File: src/rtl/rob_commit_unit.sv
// Reorder buffer: hands out tags, captures CDB results, retires in order.
// Ports: alloc_* (dispatch), cdb_* (result bus), commit_* (write-back), clr/redirect_pc (flush).
module rob_commit_unit #(
   parameter int DEPTH  = 32,
   parameter int TAG_W  = 5,
   parameter int DATA_W = 32,
   parameter int REG_W  = 5
) (
   input  logic              clk,
   input  logic              rst,
   input  logic              rdy,
   input  logic              alloc_valid,
   input  logic [REG_W-1:0]  alloc_rd,
   output logic [TAG_W-1:0]  alloc_tag,
   output logic              alloc_ready,
   input  logic              cdb_valid,
   input  logic [TAG_W-1:0]  cdb_tag,
   input  logic [DATA_W-1:0] cdb_value,
   input  logic              cdb_mispredict,
   input  logic [DATA_W-1:0] cdb_target,
   output logic              commit_valid,
   output logic [REG_W-1:0]  commit_rd,
   output logic [TAG_W-1:0]  commit_tag,
   output logic [DATA_W-1:0] commit_value,
   output logic              clr,
   output logic [DATA_W-1:0] redirect_pc
);

   localparam logic [TAG_W:0] FULL_CNT = (TAG_W+1)'(DEPTH);

   logic [DEPTH-1:0]  busy_q, busy_d;
   logic [DEPTH-1:0]  ready_q, ready_d;
   logic [DEPTH-1:0]  mis_q, mis_d;
   logic [REG_W-1:0]  rd_q [DEPTH];
   logic [REG_W-1:0]  rd_d [DEPTH];
   logic [DATA_W-1:0] value_q [DEPTH];
   logic [DATA_W-1:0] value_d [DEPTH];
   logic [DATA_W-1:0] target_q [DEPTH];
   logic [DATA_W-1:0] target_d [DEPTH];

   logic [TAG_W-1:0]  head_q, head_d;
   logic [TAG_W-1:0]  tail_q, tail_d;
   logic [TAG_W:0]    count_q, count_d;

   logic              commit_valid_q, commit_valid_d;
   logic [REG_W-1:0]  commit_rd_q, commit_rd_d;
   logic [TAG_W-1:0]  commit_tag_q, commit_tag_d;
   logic [DATA_W-1:0] commit_value_q, commit_value_d;
   logic              clr_q, clr_d;
   logic [DATA_W-1:0] redirect_q, redirect_d;

   logic commit_go;
   logic flush;
   logic do_alloc;
   logic do_cdb;

   assign alloc_tag    = tail_q;
   assign alloc_ready  = (count_q != FULL_CNT) && !clr_q;
   assign commit_valid = commit_valid_q;
   assign commit_rd    = commit_rd_q;
   assign commit_tag   = commit_tag_q;
   assign commit_value = commit_value_q;
   assign clr          = clr_q;
   assign redirect_pc  = redirect_q;

   // Retirement looks only at registered entry state, so a result that
   // lands on the head this cycle retires on the following one.
   assign commit_go = rdy && busy_q[head_q] && ready_q[head_q];
   assign flush     = commit_go && mis_q[head_q];
   assign do_alloc  = rdy && alloc_valid && alloc_ready && !flush;
   assign do_cdb    = rdy && cdb_valid && !clr_q && !flush
                      && busy_q[cdb_tag];

   always_comb begin
      busy_d   = busy_q;
      ready_d  = ready_q;
      mis_d    = mis_q;
      rd_d     = rd_q;
      value_d  = value_q;
      target_d = target_q;
      head_d   = head_q;
      tail_d   = tail_q;
      count_d  = count_q;

      commit_valid_d = commit_go;
      commit_rd_d    = commit_rd_q;
      commit_tag_d   = commit_tag_q;
      commit_value_d = commit_value_q;
      clr_d          = flush;
      redirect_d     = redirect_q;

      if (do_cdb) begin
         ready_d[cdb_tag]  = 1'b1;
         value_d[cdb_tag]  = cdb_value;
         mis_d[cdb_tag]    = cdb_mispredict;
         target_d[cdb_tag] = cdb_target;
      end

      if (commit_go) begin
         commit_rd_d    = rd_q[head_q];
         commit_tag_d   = head_q;
         commit_value_d = value_q[head_q];
         busy_d[head_q] = 1'b0;
         head_d         = head_q + 1'b1;
      end

      // The tail slot can never be the committing head here: that would
      // need a full buffer, which already blocks allocation.
      if (do_alloc) begin
         busy_d[tail_q]  = 1'b1;
         ready_d[tail_q] = 1'b0;
         mis_d[tail_q]   = 1'b0;
         rd_d[tail_q]    = alloc_rd;
         tail_d          = tail_q + 1'b1;
      end

      unique case ({do_alloc, commit_go})
         2'b10:   count_d = count_q + 1'b1;
         2'b01:   count_d = count_q - 1'b1;
         default: count_d = count_q;
      endcase

      if (flush) begin
         redirect_d = target_q[head_q];
         busy_d     = '0;
         ready_d    = '0;
         head_d     = '0;
         tail_d     = '0;
         count_d    = '0;
      end
   end

   always_ff @(posedge clk or posedge rst) begin
      if (rst) begin
         busy_q         <= '0;
         ready_q        <= '0;
         mis_q          <= '0;
         head_q         <= '0;
         tail_q         <= '0;
         count_q        <= '0;
         commit_valid_q <= 1'b0;
         commit_rd_q    <= '0;
         commit_tag_q   <= '0;
         commit_value_q <= '0;
         clr_q          <= 1'b0;
         redirect_q     <= '0;
      end else begin
         busy_q         <= busy_d;
         ready_q        <= ready_d;
         mis_q          <= mis_d;
         head_q         <= head_d;
         tail_q         <= tail_d;
         count_q        <= count_d;
         commit_valid_q <= commit_valid_d;
         commit_rd_q    <= commit_rd_d;
         commit_tag_q   <= commit_tag_d;
         commit_value_q <= commit_value_d;
         clr_q          <= clr_d;
         redirect_q     <= redirect_d;
      end
   end

   // Payload is only read behind busy/ready, so it needs no reset.
   always_ff @(posedge clk) begin
      rd_q     <= rd_d;
      value_q  <= value_d;
      target_q <= target_d;
   end

endmodule

File: config.mk
export PLATFORM = sky130hd
export DESIGN_NAME = rob_commit_unit
export DESIGN_NICKNAME = d
export VERILOG_FILES = /design/src/rtl/rob_commit_unit.sv
export SDC_FILE = /design/constraint.sdc
export NUM_CORES = 2
export LEC_CHECK = 0
export CELL_PAD_IN_SITES_DETAIL_PLACEMENT = 0
export CELL_PAD_IN_SITES_GLOBAL_PLACEMENT = 1
export CORE_MARGIN = 5
export CORE_UTILIZATION = 40
export DETAILED_ROUTE_END_ITERATION = 8
export PLACE_DENSITY = 0.57
export SLEW_MARGIN = 10
export SYNTH_ARGS = -nofsm -noshare
export SYNTH_HDL_FRONTEND = slang
export SYNTH_SLANG_ARGS = --single-unit
File: constraint.sdc
create_clock -name clk -period 19.11 [get_ports clk]
set_input_delay 4.7775 -clock clk [delete_from_list [all_inputs] [get_ports clk]]
set_output_delay 4.7775 -clock clk [all_outputs]
set_load 0.1 [all_outputs]
==> out/results.ini <==
[global_route]
track_usage=0.215
antenna_found_initial=14
grt_pass1_wl_um=364000
grt_pass1_vias=46614
gr-total-overflow=0
grt_start_max_net_pins=109

[die]
die_x_um=489
die-area_um2=239000
io_pins=162
core_um2=229000
die_h_um=489
fp-row-count=176
initial_core_util=0.401

[synth]
yosys.area_share.simple=0.0202
synth_top_flop_cell=edfxtp_1
yosysUniqueCellTypes=69
synthesis.nets=4337
ys_ff_latch=2396
synth_top_family_by_area=multiplexers
avgSynthCellArea_um2=21.7
synthCells=4244
synth-xor-area-share=0.000762
yosysWarnings=0
synthArstFlopShare=0.0785
yosys.area_share.adder=0.00185
synth.area.mux_share=0.144
synth_edf_count=2208
ys_seq_area_frac=0.773
synth_compound_area_frac=0.0460
syn_area_um2=91900

[worst_setup_path]
critical_path_arrival_ns=9.38
worstSetupPathType=in2reg
worstPathCellList=clkdlybuf4s50_1 > or3b_2 > o2111ai_1 > a221oi_1 > nand2_2 > buf_4 > or3_1 > nor2_4 > buf_4 > buf_4
critPathMostFrequentCell=buf_4
critPathRequiredTime_ns=19.61
end_kind=flop
crit_path_top_delay_cell=clkdlybuf4s50_1
crit_buf_inv=4
r2r-start=head_q[0]
startpoint=cdb_tag[4]
cpPeakStageDelay_ns=0.88
startpoint_type=primary input
crit_family=buffers and inverters
path_max_fanout=54

[cts]
clock_sinks=2396
cts_tree=yes
post_cts_resized=0
postCtsSetupBuffers=0
worstSkewPairLatency_ns=0.92
root_buffer=clkbuf_16
ctsHoldBuffers=0
h-tree-depth=5
cts.reportedPaths.clkPinSlew_ns=0.06
clock_path_buffers=4
cts_made_buffers=277

[power_and_ir_drop]
p_leak_nw=33.9
p_per_area_nw_per_um2=136
clockPowerShare=0.354
p_int_mw=10.2
p_sw_mw=4.23
pwr-share-seq=0.422
switching_share=0.294
comb_power_share=0.225
ir_drop_v=0.0000996

[finish]
final_cell_mix=2208 x edfxtp_1, 572 x mux4_2, 281 x clkbuf_16
drive_gt1_frac=0.244
syn_to_final_growth_pct=15.3
fin_nets=4642
multiInputGateArea_um2=19700
final_common_cell=edfxtp_1
final-seq-area_um2=71000
fin_util=0.462
nFillCells=19127

[detailed_routing]
vias_per_cell=5.88
drtPass1Iterations=6
ant_nets=1
finalWirelength_um=259000
drtIter0Drc=4814
via_count=45817
wl_per_cell_um=33.3
remaining_drc_errors=0

[sta]
fin_crit_ns=8.89
final_max_slew_viol_count=0
clock-skew-final_ns=0.0674
hold_viol=0
setup_violations=0
max_freq_mhz=113
tns_ns=0
worst_slew_pin_slew_ns=1.25
maxSlewHeadroom=0.161
rsz0062_at_grt=no
period_share=0.465
worst_slack_ns=10.22

[placed_design]
place_hpwl_um=145000
gp_congestion=0.800
pre_cts_ws_ns=9.34
numPortBuffers=161

[status]
status=finished, violations left
violations=antenna violations

[hold_path]
hp-class=reg2reg
min_from=commit_tag[2]

[run]
cap_violations=0

-- layer usage --
metal,vias to the layer above,global-route usage,part of all wire
li1,18740,-,-
met1,25088,0.308,0.43
met2,1635,0.339,0.48
met3,350,0.0467,0.068
met4,4,0.0540,0.022
met5,-,0,0.00010
-- worst paths after layout --
| kind | cells past startpoint | slack, ns | end |
|---|---|---|---|
| min reg2reg | 2 | 0.48 | commit_tag[2] |
| min in group asynchronous | 2 | 4.25 | commit_tag[1] |
| min | 2 | 0.48 | commit_tag[2] |
| max in group asynchronous | 4 | 12.74 | redirect_pc[15] |
| max | 10 | 10.22 | target_q[747] |
| max reg2reg | 12 | 12.01 | target_q[747] |
-- cell usage after synthesis (all sizes together) (3+ instances only) --
library cell / number / share of area
o21ai: 39 / 0.0021
inv: 30 / 0.0013
a21boi: 5 / 0.00041
edfxtp: 2208 / 0.72
and2: 20 / 0.0014
or3: 8 / 0.00054
xor2: 3 / 0.00029
nor3b: 7 / 0.00057
nand3b: 3 / 0.00025
a21o: 3 / 0.00025
nor3: 41 / 0.0024
o22ai: 7 / 0.00054
a221oi: 133 / 0.013
mux2i: 24 / 0.0026
nand2b: 6 / 0.00041
mux4: 572 / 0.14
ha: 12 / 0.0016
a21oi: 72 / 0.0039
nand4: 19 / 0.0013
nand2: 60 / 0.0025
clkbuf: 165 / 0.0067
o211a: 18 / 0.0020
mux2: 6 / 0.00074
nor2b: 3 / 0.00020
xnor2: 5 / 0.00048
buf: 113 / 0.0071
a22oi: 14 / 0.0011
a22o: 136 / 0.013
o21a: 18 / 0.0015
dfrtp: 188 / 0.051
and3: 10 / 0.00068
nor4: 8 / 0.0012
nand3: 50 / 0.0029
or3b: 4 / 0.00038
nor2: 109 / 0.0045
o41ai: 24 / 0.0023
a31oi: 76 / 0.0052
and3b: 3 / 0.00029
-- power groups by stage --
stage          Combinational [mW]  Clock (mW)  Sequential, mW
2_1_floorplan                1.80           0            6.56
4_1_cts                      3.29        5.20            6.08
3_3_place_gp                 3.29           0            6.18
6_report                     3.23        5.09            6.07
3_5_place_dp                 3.28           0            6.18
5_1_grt                      3.42        5.44            6.09
-- worst register-to-register path, stage by stage (launching register included) --
cell,delay [ns]
dfrtp_4,0.74
buf_4,0.78
buf_4,0.72
buf_12,0.66
mux4_2,0.46
o22ai_1,0.28
or4_4,0.22
nor3_4,0.08
nand3_4,0.41
inv_8,0.37
nor2_4,0.94
buf_4,0.46
buf_4,0.57
-- through the flow --
stage	cell area (µm²)	instances	hold WS (ns)	power (mW)
after floorplan	91900	4244	0.465	8.36
final	106000	7789	0.476	14.4
after CTS	106000	7775	0.486	14.6
after detailed placement	97300	7295	0.472	9.47
after global placement	97300	7295	0.464	9.47
after global routing	106000	7778	0.508	14.9
-- sequential cells by signal, summed over array words and instances (netlist names), 32 cells and up --
signal / cells
target_q: 1024
rd_q: 160
redirect_pc: 32
commit_value: 32
mis_q: 32
value_q: 1024
ready_q: 32
busy_q: 32
-- cells by family (layout without fill, tap and decap cells) --
logic type	after synthesis	in the layout
flip-flops	2396	2396
multiplexers	602	602
AO/OA/AOI/OAI	556	556
AND/OR/NAND/NOR	360	360
buffers and inverters	309	815
adder cells (fa/ha/maj)	13	13
XOR/XNOR	8	8
other	0	13
-- area by class of cell --
type,instances,share of cell area
sequential,2396,0.670
antenna,13,0.000307
timing repair buffer,304,0.0255
multi-input combinational,1539,0.186
inverter,31,0.00129
clock inverter,119,0.0111
clock buffer,361,0.0701
tap,3026,0.0357
Power figures use the tool's default switching activity.
